===== config.mk =====
export PLATFORM = sky130hd
export DESIGN_NAME = magnetron
export DESIGN_NICKNAME = d
export VERILOG_FILES = /design/src/rtl/magnetron.sv
export SDC_FILE = /design/constraint.sdc
export NUM_CORES = 1
export LEC_CHECK = 0
export CORE_MARGIN = 2
export CORE_UTILIZATION = 48
export DETAILED_ROUTE_END_ITERATION = 8
export PLACE_DENSITY = 0.78
export SLEW_MARGIN = 20
export SYNTH_ARGS = -nofsm -noshare
export SYNTH_HDL_FRONTEND = slang
export SYNTH_SLANG_ARGS = --single-unit
export TNS_END_PERCENT = 5

===== constraint.sdc =====
create_clock -name clk -period 2.75 [get_ports clk]
set_input_delay 0.825 -clock clk [delete_from_list [all_inputs] [get_ports clk]]
set_output_delay 0.825 -clock clk [all_outputs]
set_load 0.03 [all_outputs]

===== src/rtl/magnetron.sv =====
// magnetron - magnetron enable controller for the microwave-oven control path.
//
// A set/reset controller: a debounced start press sets it, and a debounced
// stop or clear press, an open door or an expired cook timer resets it.
// Every asynchronous input is synchronised first. The three buttons are also
// debounced. The raw door input gates the output directly, so opening the
// door drops the magnetron without waiting for a clock edge.
//
// Parameters:
//   SYNC_STAGES     - synchroniser depth per input (>= 2)
//   DEBOUNCE_CYCLES - consecutive differing samples before a button level
//                     is accepted (>= 1)
//
// Ports:
//   clk         in   system clock, rising edge
//   rstn        in   asynchronous active-low reset
//   startn      in   start button, active low, asynchronous
//   stopn       in   stop/pause button, active low, asynchronous
//   clearn      in   clear button, active low, asynchronous
//   door_closed in   1 = door closed, asynchronous
//   timer_done  in   1 = cook timer expired, asynchronous
//   mag_on      out  1 = magnetron energised

module magnetron #(
    parameter int SYNC_STAGES     = 2,
    parameter int DEBOUNCE_CYCLES = 4
) (
    input  logic clk,
    input  logic rstn,
    input  logic startn,
    input  logic stopn,
    input  logic clearn,
    input  logic door_closed,
    input  logic timer_done,
    output logic mag_on
);

    // The debounce counter only needs to reach DEBOUNCE_CYCLES-1. The next
    // differing sample flips the filtered level instead of incrementing.
    localparam int CNT_W = (DEBOUNCE_CYCLES > 1) ? $clog2(DEBOUNCE_CYCLES) : 1;
    localparam logic [CNT_W-1:0] CNT_LAST = CNT_W'(DEBOUNCE_CYCLES - 1);

    // Synchroniser bit order: {timer_done, door_closed, clearn, stopn, startn}.
    // Each bit resets to its inactive level. For the door, that level is
    // "open", which is the safe choice.
    localparam logic [4:0] SYNC_RESET = 5'b00111;

    typedef enum logic {
        IDLE    = 1'b0,
        COOKING = 1'b1
    } state_t;

    logic [SYNC_STAGES-1:0][4:0] sync_q, sync_d;
    logic [4:0]                  sync_out;
    logic [2:0]                  btn_sync;
    logic                        door_sync;
    logic                        timer_sync;

    logic [2:0]                  filt_q, filt_d;
    logic [2:0][CNT_W-1:0]       cnt_q, cnt_d;

    logic                        set_term;
    logic                        rst_term;
    state_t                      state_q, state_d;

    // Shift chain: stage 0 samples the raw pins. The last stage feeds the
    // rest of the design.
    always_comb begin
        sync_d    = sync_q;
        sync_d[0] = {timer_done, door_closed, clearn, stopn, startn};
        for (int i = 1; i < SYNC_STAGES; i++) begin
            sync_d[i] = sync_q[i-1];
        end
    end

    always_ff @(posedge clk or negedge rstn) begin
        if (!rstn) begin
            sync_q <= {SYNC_STAGES{SYNC_RESET}};
        end else begin
            sync_q <= sync_d;
        end
    end

    assign sync_out   = sync_q[SYNC_STAGES-1];
    assign btn_sync   = sync_out[2:0];
    assign door_sync  = sync_out[3];
    assign timer_sync = sync_out[4];

    // Debounce: count consecutive samples that differ from the accepted
    // level. Any agreeing sample restarts the count, so a glitch has to be
    // held for the full window before it is accepted.
    always_comb begin
        filt_d = filt_q;
        cnt_d  = cnt_q;
        for (int b = 0; b < 3; b++) begin
            if (btn_sync[b] == filt_q[b]) begin
                cnt_d[b] = '0;
            end else if (cnt_q[b] == CNT_LAST) begin
                filt_d[b] = btn_sync[b];
                cnt_d[b]  = '0;
            end else begin
                cnt_d[b] = cnt_q[b] + CNT_W'(1);
            end
        end
    end

    always_ff @(posedge clk or negedge rstn) begin
        if (!rstn) begin
            filt_q <= 3'b111;
            cnt_q  <= '0;
        end else begin
            filt_q <= filt_d;
            cnt_q  <= cnt_d;
        end
    end

    assign set_term = !filt_q[0] && door_sync && !timer_sync;
    assign rst_term = !filt_q[1] || !filt_q[2] || !door_sync || timer_sync;

    always_ff @(posedge clk or negedge rstn) begin
        if (!rstn) begin
            state_q <= IDLE;
        end else begin
            state_q <= state_d;
        end
    end

    // Reset terms dominate. Start is level-sensitive, so a held start button
    // re-enters COOKING as soon as every reset cause has cleared.
    always_comb begin
        state_d = state_q;
        unique case (state_q)
            IDLE:    if (set_term && !rst_term) state_d = COOKING;
            COOKING: if (rst_term)              state_d = IDLE;
            default: state_d = IDLE;
        endcase
    end

    // The raw door pin is the interlock. It deliberately bypasses the
    // synchroniser.
    always_comb begin
        mag_on = (state_q == COOKING) && door_closed;
    end

endmodule


======== Yosys cells after proc, flatten, opt, wreduce, memory -nomap -nowiden ========
Index checks and enable logic that the tools add are counted.
W data, S select, Z words.
operators by class
  bitwise logic cells ..................... 4
  equal/unequal tests ..................... 6
  $add $sub $neg .......................... 3
  mux-type cells .......................... 9
  reductions and logical operators ........ 16
operator list
  operator               count
  $mux W2                6
  $add A2 B1 Y2 const B  3
  $eq A2 B2 Y1 const B   3
  $logic_not A1 Y1       6
  $reduce_and A2 Y1      3
  $logic_and A1 B1 Y1    4
  $not A1 Y1             4
  $eq A1 B1 Y1           3
  $logic_or A1 B1 Y1     3
  $mux W1                2
  $pmux W1 S2            1
word-level totals
  bits of input ports ..................... 7
  word-level logic and storage cells ...... 47
  output and inout port bits .............. 1
  register bits ........................... 20

======== Longest topological paths before layout ========
  word-level depth ........................ 8
  gate-level depth with buffers ........... 2

======== Least setup slack after synthesis ========
OpenSTA, ideal clock, no wires.
  path kind ............................... input-to-output
  start ................................... input door_closed
  end ..................................... output mag_on
  stages .................................. 1
  required time ........................... 1.925 ns
  slack ................................... 0.824 ns
  arrival time ............................ 1.101 ns
  cells stage by stage .................... and2_1
between the ends
  word-level cells in the longest chain between the ends .. 1
ends and longest elaborated chain
  item                 line  text
  start, declared      33    input logic door_closed,
  $logic_and A1 B1 Y1  142   mag_on = (state_q == COOKING) && door_closed;
  end, declared        35    output logic mag_on
No other way between the ends.

======== Worst setup path after layout ========
Ends and elaborated chain as after synthesis.

==> out/results.tsv <==
metric	value	unit
status	complete, no violations	
routed_wl	915	µm
cellPowerDensity	881	nW/µm²
diodes	0	
syn_area	674	µm²
worstSetupStartpointType	primary input	
tns	0	ns
synth_top_area_share	40.8	%
r2r_cells	2	
fin_crit_sh	87.1	%
fmax	417	MHz
maxCapViolations	0	
ys_types	13	
vias_per_cell	5.03	
p_leak	0.000346	µW
postCtsSetupRepairBufs	0	
cts_tree	done	
p_int	513	µW
num_vias	327	
multi_input_area	159	µm²
yosysWarningCount	0	
fin_nets	61	
layout_min_cycle_time	2.40	ns
avgSynthCellArea	17.3	µm²
skew	0.0119	ns
synth_area_leaders	dfrtp_1 41%, dfstp_2 35%, ha_1 5.6%, mux2_1 5.0%, xnor2_1 2.6%	
synth-compound-area-share	0.742	%
synth_top_family_by_area	simple AND/OR/NAND/NOR gates	
slew_headroom	46.5	%
async_flop_share	100	%
drt.antenna.violating_nets	0	
firstDrtPassIters	2	
ir_worst_vdd	0.000362	V
place_hpwl	689	µm
numCtsBuffers	3	
root_buffer	clkbuf_4	
numPortBuffers	7	
clkSinkCount	20	
crit_path_end_kind	output port	
worstPathMaxFanout	2	
synth_xor_area_share	3.90	%
area_growth	16.7	%
grt_util_all_layers	13.1	%
syn-num-nets	49	
p_sw	180	µW
die_y	41.5	µm
worstMarginPinSlew	0.800	ns
fp.dieW	41.5	µm
seq_power_share	61.2	%
regArea	512	µm²
synth_common_cells	11 x dfrtp_1, 9 x dfstp_2, 3 x ha_1, 3 x mux2_1	
reg2reg_slack	1.72	ns
synth-simple-area-share	8.35	%
grt_antenna_before_repair	0	
arrival	1.57	ns
wl_per_cell	14.1	µm
ctsResizeCount	0	
drtIter0Drc	1	
setup_viol	0	
grt_start_max_net_pins	21	
drv_slew	0	
reg2reg_from	cnt_q[4]	
yosysSeqAreaShare	75.9	%
synth_edf_count	0	
fp-row-count	13	
crit_type	primary input to output port	
grt_pass1_wl	1610	µm
clk_pin_slew	0.10	ns
combPwrFrac	19.2	%
gp_congestion	0.708	
grt_pass1_vias	373	
cts_buffer_depth	2	
synth.most_common_cell	dfrtp_1	
synth_top_area_cell	dfrtp_1	
r2r-end	filt_q[2]	
total_power	693	µW
synth_seq_cells	20	
clkPwrFrac	19.7	%
die_area	1720	µm²
route.detailed.drc	0	
worstSkewPairLatency	0.30	ns
setup.worst_path.end	mag_on	
synth.area.mux_share	5.01	%
core	1300	µm²
required	1.93	ns
rsz0062_at_grt	false	
yosys_most_used_dff	dfrtp_1	
cts_hold_buffers	0	
fillers	103	
crit_start	door_closed	
syn_inst	39	
hold_class	flop to flop	
pin_count	8	
grt_overflow_total	0	
initial_core_util	51.8	%
drive_above_1_share	28.0	%
swShare	26.0	%
synthAdderAreaFrac	5.57	%
h-tree-depth	1	
finalHoldViolCount	0	
[power by group through the flow]
stage | Clock (µW) | Sequential [µW] | Combinational (µW)
2_1_floorplan | 0 | 417 | 95.8
3_3_place_gp | 0 | 423 | 117
3_5_place_dp | 0 | 431 | 136
4_1_cts | 143 | 425 | 139
5_1_grt | 151 | 435 | 151
6_report | 136 | 424 | 133
[worst max-delay path, stage by stage]
cell and delay, ns:
clkdlybuf4s50_1 0.46, and2_1 0.12, buf_4 0.16
[cell type report]
type | count | area share, %
Sequential cell | 20 | 65.0
Tap cell | 15 | 2.38
Multi-Input combinational cell | 18 | 20.2
Timing Repair Buffer | 7 | 8.59
Inverter | 1 | 0.477
Clock buffer | 4 | 3.34
[how the worst min path moves through the flow]
stage | from | endpoint | cells past startpoint
6_report | sync_d[6] | sync_out[1] | 0
5_1_grt | sync_d[6] | sync_out[1] | 0
4_1_cts | sync_d[6] | sync_out[1] | 0
3_5_place_dp | sync_d[9] | sync_out[4] | 0
3_3_place_gp | sync_d[9] | sync_out[4] | 0
2_1_floorplan | sync_d[8] | sync_out[3] | 0
[through the flow]
step	cell area [µm²]	hold WS [ns]	cells	setup slack [ns]	util [%]
2_1_floorplan	674	0.331	39	0.824	-
3_3_place_gp	761	0.334	61	0.375	58.5
3_5_place_dp	761	0.336	61	0.344	58.5
4_1_cts	787	0.355	65	0.344	60.5
5_1_grt	787	0.354	65	0.309	60.5
6_report	787	0.348	65	0.354	60.5
[cell usage in the layout (no fill, tap or decap), drive strengths merged]
| master | n |
|---|---|
| nor2b | 2 |
| clkdlybuf4s50 | 6 |
| dfstp | 9 |
| nor3b | 1 |
| buf | 1 |
| xnor2 | 2 |
| nor3 | 2 |
| ha | 3 |
| xor2 | 1 |
| inv | 1 |
| nand4b | 1 |
| mux2 | 3 |
| dfrtp | 11 |
| and2 | 2 |
| clkbuf | 4 |
| a21oi | 1 |
[cell families (layout without fill, tap and decap cells)]
group | Yosys count | in the layout
DFF | 20 | 20
and+or+nand+nor | 8 | 8
adders and majority gates | 3 | 3
xor gates and xnor gates | 3 | 3
muxes | 3 | 3
AOI/OAI and AO/OA | 1 | 1
buffers and inverters | 1 | 12
[layer usage]
layer	global-route usage [%]	vias up	wire, µm
li1	-	152	-
met3	2.61	4	40
met1	12.8	163	357
met5	0	-	0
met4	9.68	0	29
met2	23.8	8	487
[flip-flops by register name, summed over array words and instances, names as in the netlist]
register / cells
filt_q: 3
sync_out: 5
sync_d: 5
state_q: 1
cnt_q: 6
No activity file was read; power rests on OpenSTA's default activity.
